## src/rtl/decade_clock_pkg.sv

```systemverilog
// -----------------------------------------------------------------------------
// decade_clock_pkg
// Shared types and constants for the decade clock set-mode controller.
//   set_state_t  : controller state, value is also the field_sel encoding
//   FLD_*        : bit positions of the per-field increment strobe vector
//   DEF_*        : default cycle/tick counts for a 50 MHz system clock
//   field_onehot : maps a set state to its one-hot increment strobe
// -----------------------------------------------------------------------------
package decade_clock_pkg;

    typedef enum logic [2:0] {
        ST_RUN       = 3'd0,
        ST_SET_YEAR  = 3'd1,
        ST_SET_MONTH = 3'd2,
        ST_SET_DAY   = 3'd3,
        ST_SET_HOUR  = 3'd4,
        ST_SET_MIN   = 3'd5
    } set_state_t;

    localparam int unsigned FLD_MIN    = 0;
    localparam int unsigned FLD_HOUR   = 1;
    localparam int unsigned FLD_DAY    = 2;
    localparam int unsigned FLD_MONTH  = 3;
    localparam int unsigned FLD_YEAR   = 4;
    localparam int unsigned NUM_FIELDS = 5;

    localparam int unsigned DEF_HOLD_CYC      = 25_000_000;
    localparam int unsigned DEF_REPEAT_CYC    = 5_000_000;
    localparam int unsigned DEF_BLINK_CYC     = 12_500_000;
    localparam int unsigned DEF_TIMEOUT_TICKS = 30;

    // One-hot strobe for the field edited in a given state; RUN maps to none.
    function automatic logic [NUM_FIELDS-1:0] field_onehot(input set_state_t st);
        logic [NUM_FIELDS-1:0] oh;
        oh = 5'b00000;
        case (st)
            ST_SET_YEAR:  oh[FLD_YEAR]  = 1'b1;
            ST_SET_MONTH: oh[FLD_MONTH] = 1'b1;
            ST_SET_DAY:   oh[FLD_DAY]   = 1'b1;
            ST_SET_HOUR:  oh[FLD_HOUR]  = 1'b1;
            ST_SET_MIN:   oh[FLD_MIN]   = 1'b1;
            default:      oh            = 5'b00000;
        endcase
        return oh;
    endfunction

endpackage

```

## src/rtl/clock_set_ctrl_btn_repeat.sv

```systemverilog
// -----------------------------------------------------------------------------
// btn_repeat
// Rising-edge detect with hold-to-repeat for a debounced button level.
//   clk, rst_n : clock, async active-low reset
//   btn        : debounced button level, active high
//   kill       : blocks the current cycle's pulse and every later pulse until
//                the button has been released
//   pulse      : one-cycle request (combinational); the parent registers it so
//                the press shows up on its outputs at the sampling edge
// A press gives a pulse immediately, another HOLD_CYC cycles later, then one
// every REPEAT_CYC cycles while still held.
// -----------------------------------------------------------------------------
module btn_repeat #(
    parameter int unsigned HOLD_CYC   = 25_000_000,
    parameter int unsigned REPEAT_CYC = 5_000_000
) (
    input  logic clk,
    input  logic rst_n,
    input  logic btn,
    input  logic kill,
    output logic pulse
);

    localparam int unsigned MAX_CYC = (HOLD_CYC > REPEAT_CYC) ? HOLD_CYC : REPEAT_CYC;
    localparam int unsigned CNT_W   = $clog2(MAX_CYC + 1);

    logic             hist_r;
    logic             blocked_r;
    logic [CNT_W-1:0] cnt_r;
    logic             edge_s;
    logic             rpt_s;

    // Edge / repeat decode; the counter only reaches zero while held after a
    // counted-down interval, because a fresh press always reloads it.
    always_comb begin
        edge_s = btn & ~hist_r;
        rpt_s  = btn & hist_r & (cnt_r == {CNT_W{1'b0}});
        pulse  = ~blocked_r & ~kill & (edge_s | rpt_s);
    end

    // History and block flag: both reset to 1 so a button held through reset
    // release neither edges nor repeats until it is let go.
    always_ff @(posedge clk or negedge rst_n) begin
        if (!rst_n) begin
            hist_r    <= 1'b1;
            blocked_r <= 1'b1;
        end else begin
            hist_r <= btn;
            if (!btn) begin
                blocked_r <= 1'b0;
            end else if (kill) begin
                blocked_r <= 1'b1;
            end else begin
                blocked_r <= blocked_r;
            end
        end
    end

    // Hold/repeat down-counter: reload on each pulse, saturate at zero.
    always_ff @(posedge clk or negedge rst_n) begin
        if (!rst_n) begin
            cnt_r <= {CNT_W{1'b0}};
        end else if (!btn) begin
            cnt_r <= {CNT_W{1'b0}};
        end else if (pulse) begin
            cnt_r <= edge_s ? CNT_W'(HOLD_CYC - 1) : CNT_W'(REPEAT_CYC - 1);
        end else if (cnt_r != {CNT_W{1'b0}}) begin
            cnt_r <= cnt_r - CNT_W'(1);
        end else begin
            cnt_r <= cnt_r;
        end
    end

endmodule

```

## src/rtl/clock_set_ctrl.sv

```systemverilog
// -----------------------------------------------------------------------------
// clock_set_ctrl
// Set-mode controller for the decade clock: steps the user through
// year/month/day/hour/minute editing, freezes the count while editing,
// issues per-field increment strobes with hold-to-repeat, blinks the edited
// field and falls back to RUN after an inactivity timeout.
//   tick       : 1 Hz single-cycle pulse from the prescaler
//   mode_btn   : debounced level, advances to the next field
//   inc_btn    : debounced level, increments the current field
//   count_en   : tick forwarded to the datapath, only in RUN
//   field_sel  : current state (0 RUN, 1 YEAR .. 5 MIN)
//   inc_strobe : one-hot increment request (0 min .. 4 year)
//   sec_clr    : seconds clear, pulsed when minute editing is confirmed
//   blink      : 1 = blank the selected field
// All outputs are registered.
// -----------------------------------------------------------------------------
module clock_set_ctrl
    import decade_clock_pkg::*;
#(
    parameter int unsigned HOLD_CYC      = DEF_HOLD_CYC,
    parameter int unsigned REPEAT_CYC    = DEF_REPEAT_CYC,
    parameter int unsigned BLINK_CYC     = DEF_BLINK_CYC,
    parameter int unsigned TIMEOUT_TICKS = DEF_TIMEOUT_TICKS
) (
    input  logic       clk,
    input  logic       rst_n,
    input  logic       tick,
    input  logic       mode_btn,
    input  logic       inc_btn,
    output logic       count_en,
    output logic [2:0] field_sel,
    output logic [4:0] inc_strobe,
    output logic       sec_clr,
    output logic       blink
);

    localparam int unsigned TMO_W = $clog2(TIMEOUT_TICKS + 1);
    localparam int unsigned BLK_W = $clog2(BLINK_CYC + 1);

    set_state_t       state_r;
    set_state_t       succ_s;
    set_state_t       next_state_s;
    logic             mode_hist_r;
    logic             mode_edge_s;
    logic             kill_s;
    logic             inc_pulse_s;
    logic             tmo_hit_s;
    logic             state_chg_s;
    logic [TMO_W-1:0] tmo_cnt_r;
    logic [BLK_W-1:0] blink_cnt_r;
    logic             count_en_r;
    logic [4:0]       inc_strobe_r;
    logic             sec_clr_r;
    logic             blink_r;

    // Mode edge and the inc kill: mode edges win over inc, and RUN ignores inc
    // entirely so a press made in RUN stays dead after entering a set state.
    always_comb begin
        mode_edge_s = mode_btn & ~mode_hist_r;
        kill_s      = mode_edge_s | (state_r == ST_RUN);
    end

    btn_repeat #(
        .HOLD_CYC   (HOLD_CYC),
        .REPEAT_CYC (REPEAT_CYC)
    ) u_inc_repeat (
        .clk   (clk),
        .rst_n (rst_n),
        .btn   (inc_btn),
        .kill  (kill_s),
        .pulse (inc_pulse_s)
    );

    // Next-state decode: mode edge advances, otherwise a tick that completes
    // the idle count drops back to RUN (an inc strobe in that cycle rescues it).
    always_comb begin
        case (state_r)
            ST_RUN:       succ_s = ST_SET_YEAR;
            ST_SET_YEAR:  succ_s = ST_SET_MONTH;
            ST_SET_MONTH: succ_s = ST_SET_DAY;
            ST_SET_DAY:   succ_s = ST_SET_HOUR;
            ST_SET_HOUR:  succ_s = ST_SET_MIN;
            ST_SET_MIN:   succ_s = ST_RUN;
            default:      succ_s = ST_RUN;
        endcase
        tmo_hit_s = tick & (tmo_cnt_r >= TMO_W'(TIMEOUT_TICKS - 1)) & ~inc_pulse_s;
        if (mode_edge_s) begin
            next_state_s = succ_s;
        end else if ((state_r != ST_RUN) && tmo_hit_s) begin
            next_state_s = ST_RUN;
        end else begin
            next_state_s = state_r;
        end
        state_chg_s = (next_state_s != state_r);
    end

    // FSM state, mode history and the registered event outputs.
    always_ff @(posedge clk or negedge rst_n) begin
        if (!rst_n) begin
            state_r      <= ST_RUN;
            mode_hist_r  <= 1'b1;
            count_en_r   <= 1'b0;
            inc_strobe_r <= 5'b00000;
            sec_clr_r    <= 1'b0;
        end else begin
            state_r      <= next_state_s;
            mode_hist_r  <= mode_btn;
            count_en_r   <= tick & (state_r == ST_RUN);
            inc_strobe_r <= inc_pulse_s ? field_onehot(state_r) : 5'b00000;
            sec_clr_r    <= mode_edge_s & (state_r == ST_SET_MIN);
        end
    end

    // Inactivity counter: counts ticks in a set state, cleared by any activity
    // or state change, saturates at TIMEOUT_TICKS.
    always_ff @(posedge clk or negedge rst_n) begin
        if (!rst_n) begin
            tmo_cnt_r <= {TMO_W{1'b0}};
        end else if ((state_r == ST_RUN) || state_chg_s || mode_edge_s || inc_pulse_s) begin
            tmo_cnt_r <= {TMO_W{1'b0}};
        end else if (tick && (tmo_cnt_r < TMO_W'(TIMEOUT_TICKS))) begin
            tmo_cnt_r <= tmo_cnt_r + TMO_W'(1);
        end else begin
            tmo_cnt_r <= tmo_cnt_r;
        end
    end

    // Blink phase: restarts visible on every state change and every strobe so
    // a freshly edited value is shown at once.
    always_ff @(posedge clk or negedge rst_n) begin
        if (!rst_n) begin
            blink_cnt_r <= {BLK_W{1'b0}};
            blink_r     <= 1'b0;
        end else if ((state_r == ST_RUN) || state_chg_s || inc_pulse_s) begin
            blink_cnt_r <= {BLK_W{1'b0}};
            blink_r     <= 1'b0;
        end else if (blink_cnt_r >= BLK_W'(BLINK_CYC - 1)) begin
            blink_cnt_r <= {BLK_W{1'b0}};
            blink_r     <= ~blink_r;
        end else begin
            blink_cnt_r <= blink_cnt_r + BLK_W'(1);
            blink_r     <= blink_r;
        end
    end

    assign count_en   = count_en_r;
    assign field_sel  = state_r;
    assign inc_strobe = inc_strobe_r;
    assign sec_clr    = sec_clr_r;
    assign blink      = blink_r;

endmodule

```

## config.mk

```make
export PLATFORM = sky130hd
export DESIGN_NAME = clock_set_ctrl
export DESIGN_NICKNAME = d
export VERILOG_FILES = /design/src/rtl/decade_clock_pkg.sv /design/src/rtl/clock_set_ctrl_btn_repeat.sv /design/src/rtl/clock_set_ctrl.sv
export SDC_FILE = /design/constraint.sdc
export NUM_CORES = 1
export LEC_CHECK = 0
export ABC_CLOCK_PERIOD_IN_PS = 3620
export CAP_MARGIN = 30
export CELL_PAD_IN_SITES_DETAIL_PLACEMENT = 0
export CELL_PAD_IN_SITES_GLOBAL_PLACEMENT = 1
export CORE_MARGIN = 3
export CORE_UTILIZATION = 35
export DETAILED_ROUTE_END_ITERATION = 10
export PLACE_DENSITY = 0.72
export SLEW_MARGIN = 20
export SYNTH_ARGS = -nofsm -noshare
export SYNTH_HDL_FRONTEND = slang
export SYNTH_SLANG_ARGS = --single-unit
```

## constraint.sdc

```tcl
create_clock -name clk -period 3.62 [get_ports clk]
set_input_delay 0.724 -clock clk [delete_from_list [all_inputs] [get_ports clk]]
set_output_delay 0.724 -clock clk [all_outputs]
set_load 0.02 [all_outputs]
```

Word-level counts from Yosys, hierarchy flattened
Index checks and enable logic that the tools add are counted.
- output and inout port bits: 11
- register bits after elaboration: 68
- bitwise gates (word level): 18
- reduce and logical (&&, ||, !) cells: 12
- mux-type cells: 21
- $add $sub $neg: 3
- $lt $le $gt $ge: 3
- eq/ne operators: 8
- operators by type and width (operator ; number):
    $mux 25 ; 4
    $mux 24 ; 2
    $logic_not 25->1 ; 1
    $reduce_bool 25->1 ; 1
    $sub 25x1->25 const B ; 1
    $add 24x1->24 const B ; 1
    $ge 24x24->1 const B ; 1
    $mux 5 ; 3
    $pmux 3 s5 ; 1
    $and 1x1->1 ; 10
    $mux 1 ; 9
    $eq 3x2->1 const B ; 2
    $eq 3x3->1 const B ; 2
    $mux 3 ; 2
    $not 1->1 ; 6
    $add 5x1->5 const B ; 1
    $ge 5x5->1 const B ; 1
    $lt 5x5->1 const B ; 1
    $logic_or 1x1->1 ; 4
    $reduce_bool 2->1 ; 2
    $eq 3x1->1 const B ; 1
    $logic_not 3->1 ; 1
    $ne 3x1->1 const B ; 1
    $ne 3x3->1 ; 1
    other kinds (4) ; 6

Longest topological paths before layout
Gate-level depths: netlist (run 1).
- word-level depth: 16
- mapped depth: 8
- gate-level depth less buffers: 7

Modules after synthesis
A second synthesis (run 1) with hierarchy kept.
- cells, all modules: 369
- area total of the unflattened synthesis: 3648.5 sq um
- modules (own cells, without submodules) (module ; instances ; area each (sq um) ; cells each):
    clock_set_ctrl ; 1 ; 2110.8 ; 211
    btn_repeat ; 1 ; 1537.7 ; 158

Worst setup path before layout (run 1)
No wires, ideal clock.
- kind: register to register
- start point: register u_inc_repeat.cnt_r[18]
- end point: register u_inc_repeat.cnt_r[23]
- stages on the path, launching flop included: 6
- setup time: 0.077 ns
- required time: 3.543 ns
- slack: 1.606 ns
- arrival time: 1.937 ns
- cell sequence: dfrtp_1 or3_1 or2_0 or4_1 or3_1 a21oi_2
- longest elaborated chain between the ends: 6
- RTL lines (element ; line ; RTL):
    start: declaration ; clock_set_ctrl_btn_repeat.sv:29 ; logic [CNT_W-1:0] cnt_r;
    start signal: assignment ; clock_set_ctrl_btn_repeat.sv:62 ; cnt_r <= {CNT_W{1'b0}};
    start signal: assignment ; clock_set_ctrl_btn_repeat.sv:64 ; cnt_r <= {CNT_W{1'b0}};
    start signal: assignment ; clock_set_ctrl_btn_repeat.sv:66 ; cnt_r <= edge_s ? CNT_W'(HOLD_CYC - 1) : CNT_W'(REPEAT_CYC - 1);
    branches (longest 6 deep; another with $sub 25x1->25) ; -- ;
Parallel ways; which one is timed is not known. The select of a mux whose other input is x is not followed.
A chain may end at the register's enable or synchronous reset.

Final worst setup path (run 1)
- start point: register u_inc_repeat.cnt_r[18]
- end point: register inc_strobe_r[1], in the netlist inc_strobe[1]
- longest elaborated chain between the ends: 5
- RTL lines (element ; line ; RTL):
    $logic_not 25->1 ; clock_set_ctrl_btn_repeat.sv:37 ; rpt_s = btn & hist_r & (cnt_r == {CNT_W{1'b0}});
    $and 1x1->1 ; clock_set_ctrl_btn_repeat.sv:37 ;
    $or 1x1->1 ; clock_set_ctrl_btn_repeat.sv:38 ; pulse = ~blocked_r & ~kill & (edge_s | rpt_s);
    $and 1x1->1 ; clock_set_ctrl_btn_repeat.sv:38 ;
    $mux 5 ; clock_set_ctrl.sv:109 ; inc_strobe_r <= inc_pulse_s ? field_onehot(state_r) : 5'b00000;
    end signal: assignment ; clock_set_ctrl.sv:109 ;
    end: declaration ; clock_set_ctrl.sv:52 ; logic [4:0] inc_strobe_r;
No other way between the ends.

==> summary.txt, run 1 <==
Status
  • Status: completed

CTS
  • Cts repair resizes: 0
  • Hold buffers post-CTS: 0
  • CTS sink cnt: 68
  • Clock Pin Slew Worst Setup and Hold Paths: 0.08 ns
  • CTS Buf Count: 9
  • Root Buffer: clkbuf_8
  • Clk Latency, worst-skew pair: around 0.34 ns
  • CTS tree: built
  • Clk buf depth: 2
  • Setup bufs post-CTS: 0
  • H-Tree Depth: 3

Route
  • Post-DR vias/cell: between 5 and 6
  • Routed wire per std cell: 14.5 um
  • Met3 wire length: roughly 220 um
  • DRT Pass-1 Iters: 4
  • Initial drt markers: approximately 120
  • Final WL: 7620 um
  • Metal-1 WL: ~3700 um
  • Total number of vias: 2806
  • Final ANT Viol Nets: 0
  • Highest Signal Layer: met4
  • Met2 wire length: 3560 um
  • Residual DRC: 0

Synthesis
  • Async S/R FF share, synth: 1.00
  • Most frequent cell after synthesis: dfrtp_1
  • Yosys reg bits: 68
  • Post-synthesis mux area share: 0.00321
  • Post-synth top flop: dfrtp_1
  • Post-synth EDFFs: 0
  • Simple-gate area share of the yosys netlist: 0.272
  • Seq/Total Area, Yosys: 0.487
  • Net Count, Synth: 379
  • Synth Area in Compound Gates: 0.125
  • Largest family of logic cells by synthesized area: simple AND/OR/NAND/NOR gates
  • Post-synthesis instance total: 369
  • Commonest cells post-synth: dfrtp_1 (65), nor2_1 (39), nand2_1 (32)
  • Post-synth top area cell: dfrtp_1
  • Synth Warn #: 0
  • Xor/xnor share of the synthesized area: 0.0700
  • Syn Std Cell Area: 3500 um2
  • Top cell type's share of synthesized area: 0.464
  • Syn avg cell area: approximately 9.5 um2
  • Post-Synth Adder-Cell Area: 0.0179
  • Post-synth cell types: 49
  • Largest cells by area after synthesis: dfrtp_1 (46%), nor2_1 (4.2%), xor2_1 (4.0%)

Die
  • Core Region: 9500 um2
  • Die Ht: ~110 um
  • Initial Util: 0.369
  • Die X-Extent: approximately 110 um
  • I/O pins: 16
  • Num rows: 35
  • DIE AREA: 11200 um2

Critical path
  • Critical path class: register to register
  • CP arrival: roughly 2.7 ns
  • R2R depth: 5
  • R2R Setup Slk: 1.13 ns
  • Req. time, crit path: 3.85 ns
  • R2r endpoint: inc_strobe[1]
  • R2R Path Start: u_inc_repeat.cnt_r[18]
  • Worst setup SP type: register
  • Endpoint class of the critical path: register
  • Maximum fanout along the worst path: 17

Final layout
  • Area delta synth->final: 14.9%
  • Share of cells above drive strength 1: 0.0859
  • Finished Cell Area: 4020 um2
  • N_diodes: 0
  • Register Area: 1710 um2
  • Fillers: 990
  • Final net count: 401
  • Final Util: 0.423
  • Multi-input gate area: 1710 um2

Job
  • Max_cap viols: 0

Timing
  • RSZ-0062 raised after global routing: false
  • Fin Setup TNS: 0 ns
  • Worst Clk Skew: between 0.01 and 0.015 ns
  • WHS: 0.357 ns
  • Fin. max-slew vios: 0
  • Relative slew slack: 0.607
  • Hold Violations, Final: 0
  • Crit path time final: 2.49 ns
  • Max Fclk: 0.402 GHz
  • Final period utilization: 0.688
  • Worst Max-Slew Pin Slew: 0.588 ns
  • Final setup violation count: 0

Placement
  • Final HPWL DP: around 5200 um
  • Final Wtd Congestion: 0.776
  • Placement Cell Area: 3810 um2
  • Buffers on Ports: 15

GRT
  • First-pass GRT wire length: 13700 um
  • Largest net degree at the start of global routing: 69
  • Number of global-route vias before repair: 2787
  • Initial antenna violation count: 0
  • GR Util All Layers: 0.149
  • Total congestion overflow: 0

Power
  • Tot Pwr: approximately 2.7 mW
  • Power Dens Cells: 670 nW/um2
  • Leakage: 1.63 nW
  • Peak VDD IR: 0.265 mV

Min path
  • Hold crit path type: primary input to asynchronous set/reset pin
-- where the power goes --
group	total (mW)	internal (mW)	switching, mW
sequential	1.10	0.905	0.191
combinational	0.981	0.401	0.581
clock	0.619	0.338	0.281
total	2.70	1.64	1.05
-- per-stage QoR --
stage | cells | worst slack (ns)
after floorplan | 369 | 1.61
after global placement | 508 | 0.893
after detailed placement | 508 | 0.805
after CTS | 524 | 1.15
after global routing | 525 | 0.851
final | 525 | 1.13
-- cell families after synthesis --
group,count (synthesis)
simple gates,172
xor+xnor,28
buf+inv,22
flops,68
compound gates,73
fa+ha+maj,5
mux,1
-- registers in the layout, summed over array words and instances (netlist names) --
name                    flops
u_inc_repeat.cnt_r         25
blink_cnt_r                24
inc_strobe                  5
tmo_cnt_r                   5
field_sel                   3
blink                       1
count_en                    1
mode_hist_r                 1
sec_clr                     1
u_inc_repeat.blocked_r      1
u_inc_repeat.hist_r         1
-- layout by cell type, fill, tap and decap left out, types with 5 or more instances in the layout --
cell	synthesis	layout
dfrtp_1	65	65
nor2_1	39	39
nand2_1	32	32
a21oi_1	23	23
o21ai_0	18	18
nor3_1	16	16
xor2_1	16	16
or3_1	15	15
clkdlybuf4s50_1	0	14
xnor2_1	12	12
nand3_1	12	12
inv_1	11	11
clkbuf_8	0	10
nand4_1	9	9
or4_1	8	8
nor4_1	7	7
a31oi_1	7	7
buf_4	0	6
and4_1	5	5
o31ai_1	5	5
ha_1	5	5
-- area by class of cell --
class / count / area share
multi-input combinational: 279 / 0.425
sequential: 68 / 0.424
timing repair buffer: 22 / 0.0541
tap: 129 / 0.0401
clock buffer: 14 / 0.0379
inverter: 11 / 0.0103
clock inverter: 2 / 0.00871
-- worst max path at each step --
stage	start	to	slack [ns]
after floorplan	u_inc_repeat.cnt_r[18]	u_inc_repeat.cnt_r[23]	1.61
after global placement	mode_btn	u_inc_repeat.cnt_r[10]	0.89
after detailed placement	mode_btn	inc_strobe[1]	0.80
after CTS	u_inc_repeat.cnt_r[3]	inc_strobe[1]	1.15
after global routing	u_inc_repeat.cnt_r[18]	inc_strobe[3]	0.85
final	u_inc_repeat.cnt_r[18]	inc_strobe[1]	1.13
-- per-layer routing --
metal,global-route usage,vias up
li1,-,1379
met1,0.207,1390
met2,0.234,29
met3,0.0334,8
met4,0.0416,0
met5,0,-
-- critical path, cell delays in order (launching register included) --
cell and delay, ns:
dfrtp_1 0.43, nor4_1 0.43, nand4_1 0.38, o21ai_1 0.31
nand2_1 0.40, nor4_1 0.41
(Power assumes the default switching activity.)
==> run 2: changes to the inputs <==
- ABC_CLOCK_PERIOD_IN_PS: 3620 -> 2200
- PLACE_DENSITY: 0.72 -> 0.74
- clock period: 3.62 -> 2.2 ns (I/O delays scaled with it)
==> run 2 against run 1 <==
Combinational power increased by 97%. Final area increased by 7.0%. Die area unchanged. Hold slack got worse by 0.25 ns. Register-to-register slack got worse by 1.0 ns. Via count increased by 1.8%. Critical path depth unchanged. First-iteration DRC count decreased by 31%. Highest routed layer unchanged. Setup slack got worse by 1.0 ns. Count of clock-buffer cells in the layout decreased by 4. Cell count increased by 5.1%. Largest cell class unchanged.
==> summary.txt, run 2 (same netlist as run 1, synthesis figures left out) <==
Job
  • Max_cap viols: 0

CTS
  • Hold buffers post-CTS: 0
  • Clock Pin Slew Worst Setup and Hold Paths: 0.08 ns
  • Clk buf depth: 2
  • Clk Latency, worst-skew pair: 0.34 ns
  • CTS Buf Count: 9
  • Root Buffer: clkbuf_8
  • CTS sink cnt: roughly 70
  • H-Tree Depth: 3
  • CTS tree: built

GRT
  • Number of global-route vias before repair: between 2000 and 3000
  • First-pass GRT wire length: 13800 um
  • Initial antenna violation count: 0
  • Total congestion overflow: 0
  • Largest net degree at the start of global routing: between 60 and 70
  • GR Util All Layers: 0.150

Route
  • Residual DRC: 0
  • Routed wire per std cell: around 14 um
  • DRT Pass-1 Iters: 4
  • Initial drt markers: 86
  • Total number of vias: 2856
  • Final ANT Viol Nets: 0
  • Final WL: 7720 um
  • Post-DR vias/cell: 5.17

Critical path
  • Req. time, crit path: 2.47 ns
  • Endpoint class of the critical path: register
  • Worst setup SP type: register
  • R2R Setup Slk: roughly 0.084 ns
  • Maximum fanout along the worst path: 3
  • Critical path class: register to register
  • CP arrival: 2.38 ns

Timing
  • Worst Max-Slew Pin Slew: 0.566 ns
  • Final period utilization: 0.962
  • Relative slew slack: 0.619
  • Hold Violations, Final: 0
  • Crit path time final: 2.12 ns
  • Final setup violation count: 0
  • Max Fclk: 0.473 GHz
  • Worst Clk Skew: ~0.012 ns
  • Fin. max-slew vios: 0

Placement
  • Placement Cell Area: ~4000 um2
  • Final HPWL DP: 5380 um
  • Buffers on Ports: 15
  • Final Wtd Congestion: 0.829

Power
  • Leakage: between 1.5 and 2 nW
  • Combinational power share: 0.391
  • Clk network pwr share: 0.253
  • Internal power: 3.12 mW
  • Tot Pwr: 4.95 mW
  • Peak VDD IR: 0.511 mV
  • Flop pwr share: 0.356
  • Switch share: 0.369
  • Switching power: around 1.8 mW
  • Power Dens Cells: approximately 1100 nW/um2

Min path
  • Hold crit path type: primary input to asynchronous set/reset pin

Die
  • Initial Util: 0.369
  • Core Region: 9500 um2
  • Die Ht: approximately 110 um
  • Die X-Extent: 106 um
  • Num rows: 35
  • DIE AREA: 11200 um2
  • I/O pins: 16

Final layout
  • Finished Cell Area: 4310 um2
  • Biggest register: u_inc_repeat.cnt_r
  • Area delta synth->final: 22.9%
  • Most frequent cells in the layout: dfrtp_1 (65), nor2_1 (39), nand2_1 (32), buf_4 (32), a21oi_1 (23)
  • Registers with the most flip-flops: u_inc_repeat.cnt_r x25, blink_cnt_r x24
  • N_diodes: 0
  • Final net count: roughly 430
  • Max reg flops: 25
  • Commonest non-fill, non-tap cell in the layout: dfrtp_1
  • Share of cells above drive strength 1: 0.161

Status
  • Status: completed
-- run 2: routing by layer --
metal  vias to the layer above  part of all wire  GRT usage  wire [um]
met1                      1377              0.48      0.200       3730
met3                        11             0.027     0.0273        211
met2                        32              0.47      0.241       3660
li1                       1436                 -          -          -
met4                         0             0.016     0.0592        123
met5                         -                 0          0          0
-- run 2: final cells by class --
cell class | count | area [um2]
Fill cell | 959 | 5200
Multi-Input combinational cell | 279 | 1730
Sequential cell | 68 | 1710
Timing Repair Buffer | 49 | 425
Tap cell | 129 | 161
Clock buffer | 10 | 128
Clock inverter | 6 | 113
Inverter | 11 | 41.3
-- run 2: critical path, cell delays in order, from the launching register on --
cell     delay (ns)
dfrtp_1        0.41
or3_1          0.39
or2_0          0.25
or4_1          0.49
or3_1          0.38
a21oi_2        0.13
-- run 2: path summary, 6_finish.rpt --
path	end	startpoint	depth (start not counted)
max in group asynchronous	u_inc_repeat.hist_r	rst_n	2
setup / recovery	u_inc_repeat.cnt_r[23]	u_inc_repeat.cnt_r[18]	5
min in group clk	blink_cnt_r[0]	blink_cnt_r[0]	1
hold / removal	u_inc_repeat.cnt_r[3]	rst_n	2
hold reg to reg	blink_cnt_r[0]	blink_cnt_r[0]	1
setup reg to reg	u_inc_repeat.cnt_r[23]	u_inc_repeat.cnt_r[18]	5
-- run 2: through the flow --
step                setup WS [ns]   util  TNS (ns)  hold WS (ns)  cells
detailed placement        0.00290  0.424         0         0.479    534
global placement           0.0227  0.424         0         0.472    534
floorplan                   0.186      -         0         0.144    369
global route             -0.00497  0.453  -0.00497         0.124    552
finish                     0.0839  0.453         0         0.106    552
CTS                        0.0530  0.449         0         0.120    550
-- run 2: timing repair --
action / in CTS / in global routing
buffers inserted: 0 / 2
endpoints found under the setup margin: 0 / 39
resized for setup: 0 / 4
-- run 2: power groups by stage --
stage | logic (mW) | registers (mW) | clock network [mW]
floorplan | 1.17 | 1.77 | 0
global placement | 1.87 | 1.76 | 0
detailed placement | 1.89 | 1.77 | 0
CTS | 1.90 | 1.75 | 1.28
global route | 2.18 | 1.80 | 1.33
finish | 1.93 | 1.76 | 1.25
